===== src/rtl/reset_sequencer.sv =====
// Staged reset sequencer.
// Asserts every per-domain active-low reset asynchronously while the external
// reset is high or the PLL is unlocked. Releases them synchronously: first the
// synchroniser, then a hold time, then one output per gap. A software request
// restarts the hold/release sequence without touching the synchroniser.
module reset_sequencer #(
  parameter int SYNC_STAGES = 2,
  parameter int NUM_OUTPUTS = 3,
  parameter int HOLD_CYCLES = 16,
  parameter int STAGE_GAP   = 4
) (
  input  logic                   clock,
  input  logic                   reset,
  input  logic                   lock,
  input  logic                   sw_reset,
  output logic [NUM_OUTPUTS-1:0] reset_n_out,
  output logic                   ready
);

  localparam int MAXC = (HOLD_CYCLES > STAGE_GAP) ? HOLD_CYCLES : STAGE_GAP;
  localparam int CW   = $clog2(MAXC + 1);
  localparam int IW   = (NUM_OUTPUTS > 1) ? $clog2(NUM_OUTPUTS) : 1;

  localparam logic [CW-1:0] HOLD_LAST = CW'(HOLD_CYCLES - 1);
  localparam logic [CW-1:0] GAP_LAST  = CW'(STAGE_GAP - 1);
  localparam logic [IW-1:0] IDX_LAST  = IW'(NUM_OUTPUTS - 1);

  typedef enum logic [1:0] {
    ST_ASSERT,
    ST_HOLD,
    ST_RELEASE,
    ST_RUN
  } state_t;

  logic                   clr;
  logic [SYNC_STAGES-1:0] sync_q, sync_d;
  logic                   sync_go;
  state_t                 state_q, state_d;
  logic [CW-1:0]          cnt_q, cnt_d;
  logic [IW-1:0]          idx_q, idx_d;
  logic [NUM_OUTPUTS-1:0] out_q, out_d;
  logic                   rdy_q, rdy_d;

  // Clear is asserted by external reset or by loss of PLL lock.
  assign clr = reset | ~lock;

  // The FSM leaves ASSERT on the very edge the last synchroniser stage rises,
  // so the launch condition is taken from the stage feeding it.
  assign sync_d  = {sync_q[SYNC_STAGES-2:0], 1'b1};
  assign sync_go = sync_q[SYNC_STAGES-2] & ~sync_q[SYNC_STAGES-1];

  // Synchroniser shift chain, cleared asynchronously.
  always_ff @(posedge clock or posedge clr) begin
    if (clr) sync_q <= '0;
    else     sync_q <= sync_d;
  end

  // FSM, counters and registered outputs, cleared asynchronously.
  always_ff @(posedge clock or posedge clr) begin
    if (clr) begin
      state_q <= ST_ASSERT;
      cnt_q   <= '0;
      idx_q   <= '0;
      out_q   <= '0;
      rdy_q   <= 1'b0;
    end else begin
      state_q <= state_d;
      cnt_q   <= cnt_d;
      idx_q   <= idx_d;
      out_q   <= out_d;
      rdy_q   <= rdy_d;
    end
  end

  // Next-state logic: hold timing, staged release, soft-reset override.
  always_comb begin
    state_d = state_q;
    cnt_d   = cnt_q;
    idx_d   = idx_q;
    out_d   = out_q;
    rdy_d   = rdy_q;
    unique case (state_q)
      ST_ASSERT: begin
        out_d = '0;
        rdy_d = 1'b0;
        if (sync_go) begin
          state_d = ST_HOLD;
          cnt_d   = '0;
        end
      end
      ST_HOLD: begin
        if (cnt_q == HOLD_LAST) begin
          out_d[0] = 1'b1;
          cnt_d    = '0;
          idx_d    = IW'(1);
          if (NUM_OUTPUTS == 1) begin
            state_d = ST_RUN;
            rdy_d   = 1'b1;
          end else begin
            state_d = ST_RELEASE;
          end
        end else begin
          cnt_d = cnt_q + CW'(1);
        end
      end
      ST_RELEASE: begin
        if (cnt_q == GAP_LAST) begin
          out_d = out_q | (NUM_OUTPUTS'(1) << idx_q);
          cnt_d = '0;
          if (idx_q == IDX_LAST) begin
            state_d = ST_RUN;
            rdy_d   = 1'b1;
          end else begin
            idx_d = idx_q + IW'(1);
          end
        end else begin
          cnt_d = cnt_q + CW'(1);
        end
      end
      ST_RUN: begin
        out_d = '1;
        rdy_d = 1'b1;
      end
      default: state_d = ST_ASSERT;
    endcase
    // Soft reset wins over any sequencing step once the synchroniser is done.
    if (sw_reset && (state_q != ST_ASSERT)) begin
      state_d = ST_HOLD;
      cnt_d   = '0;
      idx_d   = '0;
      out_d   = '0;
      rdy_d   = 1'b0;
    end
  end

  assign reset_n_out = out_q;
  assign ready       = rdy_q;

endmodule


===== config.mk =====
export PLATFORM = sky130hd
export DESIGN_NAME = reset_sequencer
export DESIGN_NICKNAME = d
export VERILOG_FILES = /design/src/rtl/reset_sequencer.sv
export SDC_FILE = /design/constraint.sdc
export NUM_CORES = 1
export LEC_CHECK = 0
export BUFFER_PORTS_ARGS = -buffer_cell sky130_fd_sc_hd__buf_2
export CAP_MARGIN = 15
export CORE_AREA = 2 2 67 50
export DETAILED_ROUTE_END_ITERATION = 12
export DIE_AREA = 0 0 69 52
export GPL_ROUTABILITY_DRIVEN = 0
export HOLD_SLACK_MARGIN = 0.03
export PLACE_DENSITY_LB_ADDON = 0.15
export SYNTH_ARGS = -nofsm -noshare
export SYNTH_HDL_FRONTEND = slang
export SYNTH_SLANG_ARGS = --single-unit

===== constraint.sdc =====
create_clock -name clock -period 1.7 [get_ports clock]
set_input_delay 0.34 -clock clock [delete_from_list [all_inputs] [get_ports clock]]
set_output_delay 0.34 -clock clock [all_outputs]
set_load 0.01 [all_outputs]

# Word level (Yosys, flattened, before mapping)
# Cells that the tools add are included.
# word_totals
reg_bits	15
inputBits	4
output_inout_bits	4
wordCells	63
# op_classes
add_sub_neg	2
n_eq_ne	11
shift	1
muxes	25
bitwise	5
n_reduce_logical	12
# ops
cell	count
5-bit 2-to-1 mux	4
2-bit 2-to-1 mux	9
3-bit inequality test, second input constant	5
5-bit one-hot mux with 3 select lines	1
2-bit one-hot mux with 3 select lines	2
4-bit nonzero test	2
2-bit equality test, second input constant	3
3-bit 2-to-1 mux	2
2-bit AND reduction	3
5-bit by 1-bit adder with 5-bit output, second input constant	1
5-bit by 2-bit equality test with 1-bit output, second input constant	1
5-bit by 4-bit equality test with 1-bit output, second input constant	1
5-bit AND reduction	1
1-bit 2-to-1 mux	4
1-bit one-hot mux with 4 select lines	1
2-bit one-hot mux with 2 select lines	1
4-bit AND reduction	1
3-bit OR	1
1-bit one-hot mux with 3 select lines	1
3-bit AND reduction	1
3-bit nonzero test	1
1-bit by 2-bit left shift with 3-bit output, first input constant	1
2-bit by 1-bit adder with 2-bit output, second input constant	1
2-bit by 1-bit equality test with 1-bit output, second input constant	1
other kinds (6)	7

# Depth between registers and ports, before layout
# depth
depth_word	5
mapped_depth	8
depth_no_buf	8

# Worst setup path before layout
# No wires, ideal clock.
# synth_timing
kind	flip-flop to flip-flop
start	register state_q[0]
end	register state_q[1]
setup_ns	0.122
arrival_ns	1.661
required_ns	1.578
path_slack_ns	-0.082
stages_incl_launch_ff	7
path_buffers	0
period_less_slack_ns	1.782
path_cell_list	dfrtp_1 inv_1 ha_1 or2_2 o2bb2ai_1 nor3_1 a32o_1
# synth_between
elab_chain_cells	4
elab_cells_between_ends	13
classes_between	eq/ne (6); mux (2); reduce/logical (5)
# synth_lines
item	line	source
start, declared	38	state_t state_q, state_d;
start signal, assigned	67	state_q <= state_d;
2-bit nonzero test	127	if (sw_reset && (state_q != ST_ASSERT)) begin
1-bit logical AND	127	
3-bit inequality test (no line) or 4-bit nonzero test (tied branches)	n/a	
5-bit AND reduction (no line)	n/a	
# Several ways; a longest one is shown, not always the timed one.
# A chain may end at the register's enable or synchronous reset.

# Worst setup path in the final report
# layout_timing
start	register cnt_q[1]
end	register out_q[0] (netlist: reset_n_out[0])
# layout_between
elab_chain_cells	3
elab_cells_between_ends	5
classes_between	eq/ne (4); reduce/logical (1)
# layout_lines
item	line	source
start, declared	39	logic [CW-1:0] cnt_q, cnt_d;
start signal, assigned	68	cnt_q <= cnt_d;
5-bit by 4-bit equality test with 1-bit output or 5-bit by 2-bit equality test with 1-bit output (tied branches)	92, 107	
3-bit inequality test (no line)	n/a	
2-bit AND reduction (no line) (*)	n/a	
end signal, assigned	70	out_q <= out_d;
end, declared	41	logic [NUM_OUTPUTS-1:0] out_q, out_d;
# Every way passes the cells marked *; elsewhere a longest branch is shown, timed or not.

==> reports/metrics.csv <==
metric,value,unit
CTS H-tree lvls,1,
status,finished with violations,
Avg WL per Cell,15.3,µm
final hold violation count,0,
crit path capture type,flop,
Post-Syn Instances,100,
crit path kind,reg -> reg,
R2R Setup Slk,-0.11,ns
PortBufs,7,
CTS Buf Count,3,
WP data required,1.84,ns
Internal Power,1.22,mW
DRC,0,
Initial Util,33.0,%
final hold slack,0.147,ns
Post-Route WL,2600,µm
number of global-route vias before repair,895,
placed cells,165,
die width,69,µm
sequential share of the synthesized area,38.2,%
Boundary Pins,8,
maximum clock frequency,0.554,GHz
core region area,0.00298,mm²
Final ANT Viol Nets,0,
violated checks,setup timing,
CTS Buffer Depth,2,
dpl hpwl,1830,µm
Power Dens Cells,1430,mW/mm²
synthesized cell area,982,µm²
WP data arrival,1.95,ns
Leak,0.665,nW
Worst-path clk slew,0.07,ns
Comb power frac,59.1,%
Post-synth EDFFs,0,
CTS tree,done,
# diodes,0,
Die H,52,µm
final instance count without filler cells,170,
Final Setup Violations,6,
period utilisation layout,106,%
die area,0.00359,mm²
grt ovf,0,
Vias/cell,5.15,
initial drt markers,27,
CTS sink cnt,15,
synth-to-layout area growth,43.7,%
clock share of power,15.2,%
syn_area_per_cell,9.82,µm²
post-route minimum period,1.81,ns
CP startpoint kind,flop,
hold crit path type,in -> async,
Sw Pwr,807,µW
sw frac,39.8,%
CP Max Fanout,4,
all-layer global routing usage,15.2,%
first-pass GRT wire length,4150,µm
Util after Layout,47.4,%
setup_tns,-0.408,ns
Worst VDD drop,658,µV
Layout fillers,277,
"flops & latches, synth",15,
largest net degree at the start of global routing,16,
ys async rst share,100,%
Seq pwr share,25.7,%
share of layout cells above drive strength 1,43.2,%
CTS Hold Bufs,0,
# nets final,148,
clk_skew,0.00508,ns
initial antenna violation count,0,
Root Driver,clkbuf_8,
Row Count,17,
RSZ-0062 raised after global routing,true,
"Distinct cells, synth",38,
Ys Warns,0,
Mapped Nets,115,
DRT Pass-1 Iters,4,
Worst-Skew Late Latency,0.26,ns
max cap viols,0,
Most used DFF post-synth,dfrtp_1,
via count,875,
Final WS setup,-0.106,ns
Slew Limit Fails,0,
## logic make-up (layout without fill, tap and decap cells)
logic type	after synthesis	count (layout)	share of synthesized area [%]
buffers and inverters	8	40	3.06
adders and majority gates	11	11	14.0
DFF	15	15	38.2
and+or+nand+nor	33	33	19.0
AOI/OAI and AO/OA	29	29	22.0
other	1	1	0.382
muxes	3	3	3.31
## per-stage QoR
| stage | cell area [µm²] | setup slack (ns) | power, mW |
|---|---|---|---|
| 6_report | 1410 | -0.106 | 2.02 |
| 5_1_grt | 1410 | -0.130 | 2.17 |
| 4_1_cts | 1320 | -0.0817 | 1.86 |
| 3_5_place_dp | 1230 | -0.106 | 1.46 |
| 3_3_place_gp | 1230 | -0.0835 | 1.47 |
| 2_1_floorplan | 993 | 0.0208 | 1.06 |
## cell usage in the layout, fill, tap and decap left out, types with 4 or more instances in the layout
cell type	instances
buf_4	23
dfrtp_1	15
buf_2	7
nor2_1	6
ha_1	6
nand2_1	5
inv_1	5
a21oi_1	4
nor2b_1	4
ha_4	4
## cell usage after synthesis (3+ instances only)
cell       n  area [µm²]
o21ai_0    4        20.0
dfrtp_1   15         375
inv_1      6        22.5
ha_1      11         138
nor2b_1    5        31.3
a22o_1     3        26.3
nand2b_1   4        25.0
nand2_1    6        22.5
nor2_1     6        22.5
a21oi_1    4        20.0
## final timing paths
kind                             endpoint       from  cells past startpoint
max                        reset_n_out[0]   cnt_q[1]                      5
min                            state_q[1]       lock                      3
max reg2reg                reset_n_out[0]   cnt_q[1]                      5
min reg2reg                     sync_q[1]  sync_q[0]                      0
max in group asynchronous        cnt_q[0]      reset                      3
min in group clock              sync_q[1]  sync_q[0]                      0
## critical path, cell delays in order, from the launching register on
cell and delay, ns:
dfrtp_1 0.40, ha_4 0.16, or4b_4 0.50, a21oi_4 0.28
mux2i_2 0.29, nor2_1 0.06
## repair_timing
item,in CTS,in global routing
buffers inserted,0,1
resized for setup,7,18
pin swaps,0,8
setup endpoints to repair,8,12
## registers in the layout, summed over array words and instances (netlist names)
signal	cells
sync_q	2
state_q	2
reset_n_out	3
ready	1
idx_q	2
cnt_q	5
## cell type report
| type | instances | area (µm²) | area share, % |
|---|---|---|---|
| clock buffer | 4 | 45.0 | 3.19 |
| inverter | 6 | 22.5 | 1.60 |
| multi-input combinational | 77 | 713 | 50.5 |
| sequential | 15 | 375 | 26.6 |
| tap | 38 | 47.5 | 3.37 |
| timing repair buffer | 30 | 208 | 14.7 |
## power by group through the flow
stage / registers (mW) / logic [mW] / clock network [mW]
6_report: 0.521 / 1.20 / 0.308
5_1_grt: 0.531 / 1.31 / 0.335
4_1_cts: 0.504 / 1.04 / 0.313
3_5_place_dp: 0.507 / 0.956 / 0
3_3_place_gp: 0.508 / 0.957 / 0
2_1_floorplan: 0.527 / 0.535 / 0
## layer usage
| layer | up-vias | GRT usage, % | wire length [µm] |
|---|---|---|---|
| li1 | 428 | - | - |
| met1 | 424 | 20.3 | 1270 |
| met2 | 19 | 23.1 | 1210 |
| met3 | 4 | 5.23 | 93 |
| met4 | 0 | 5.23 | 25 |
| met5 | - | 0 | 0 |
Note: power is estimated with default switching activity, not from simulation.
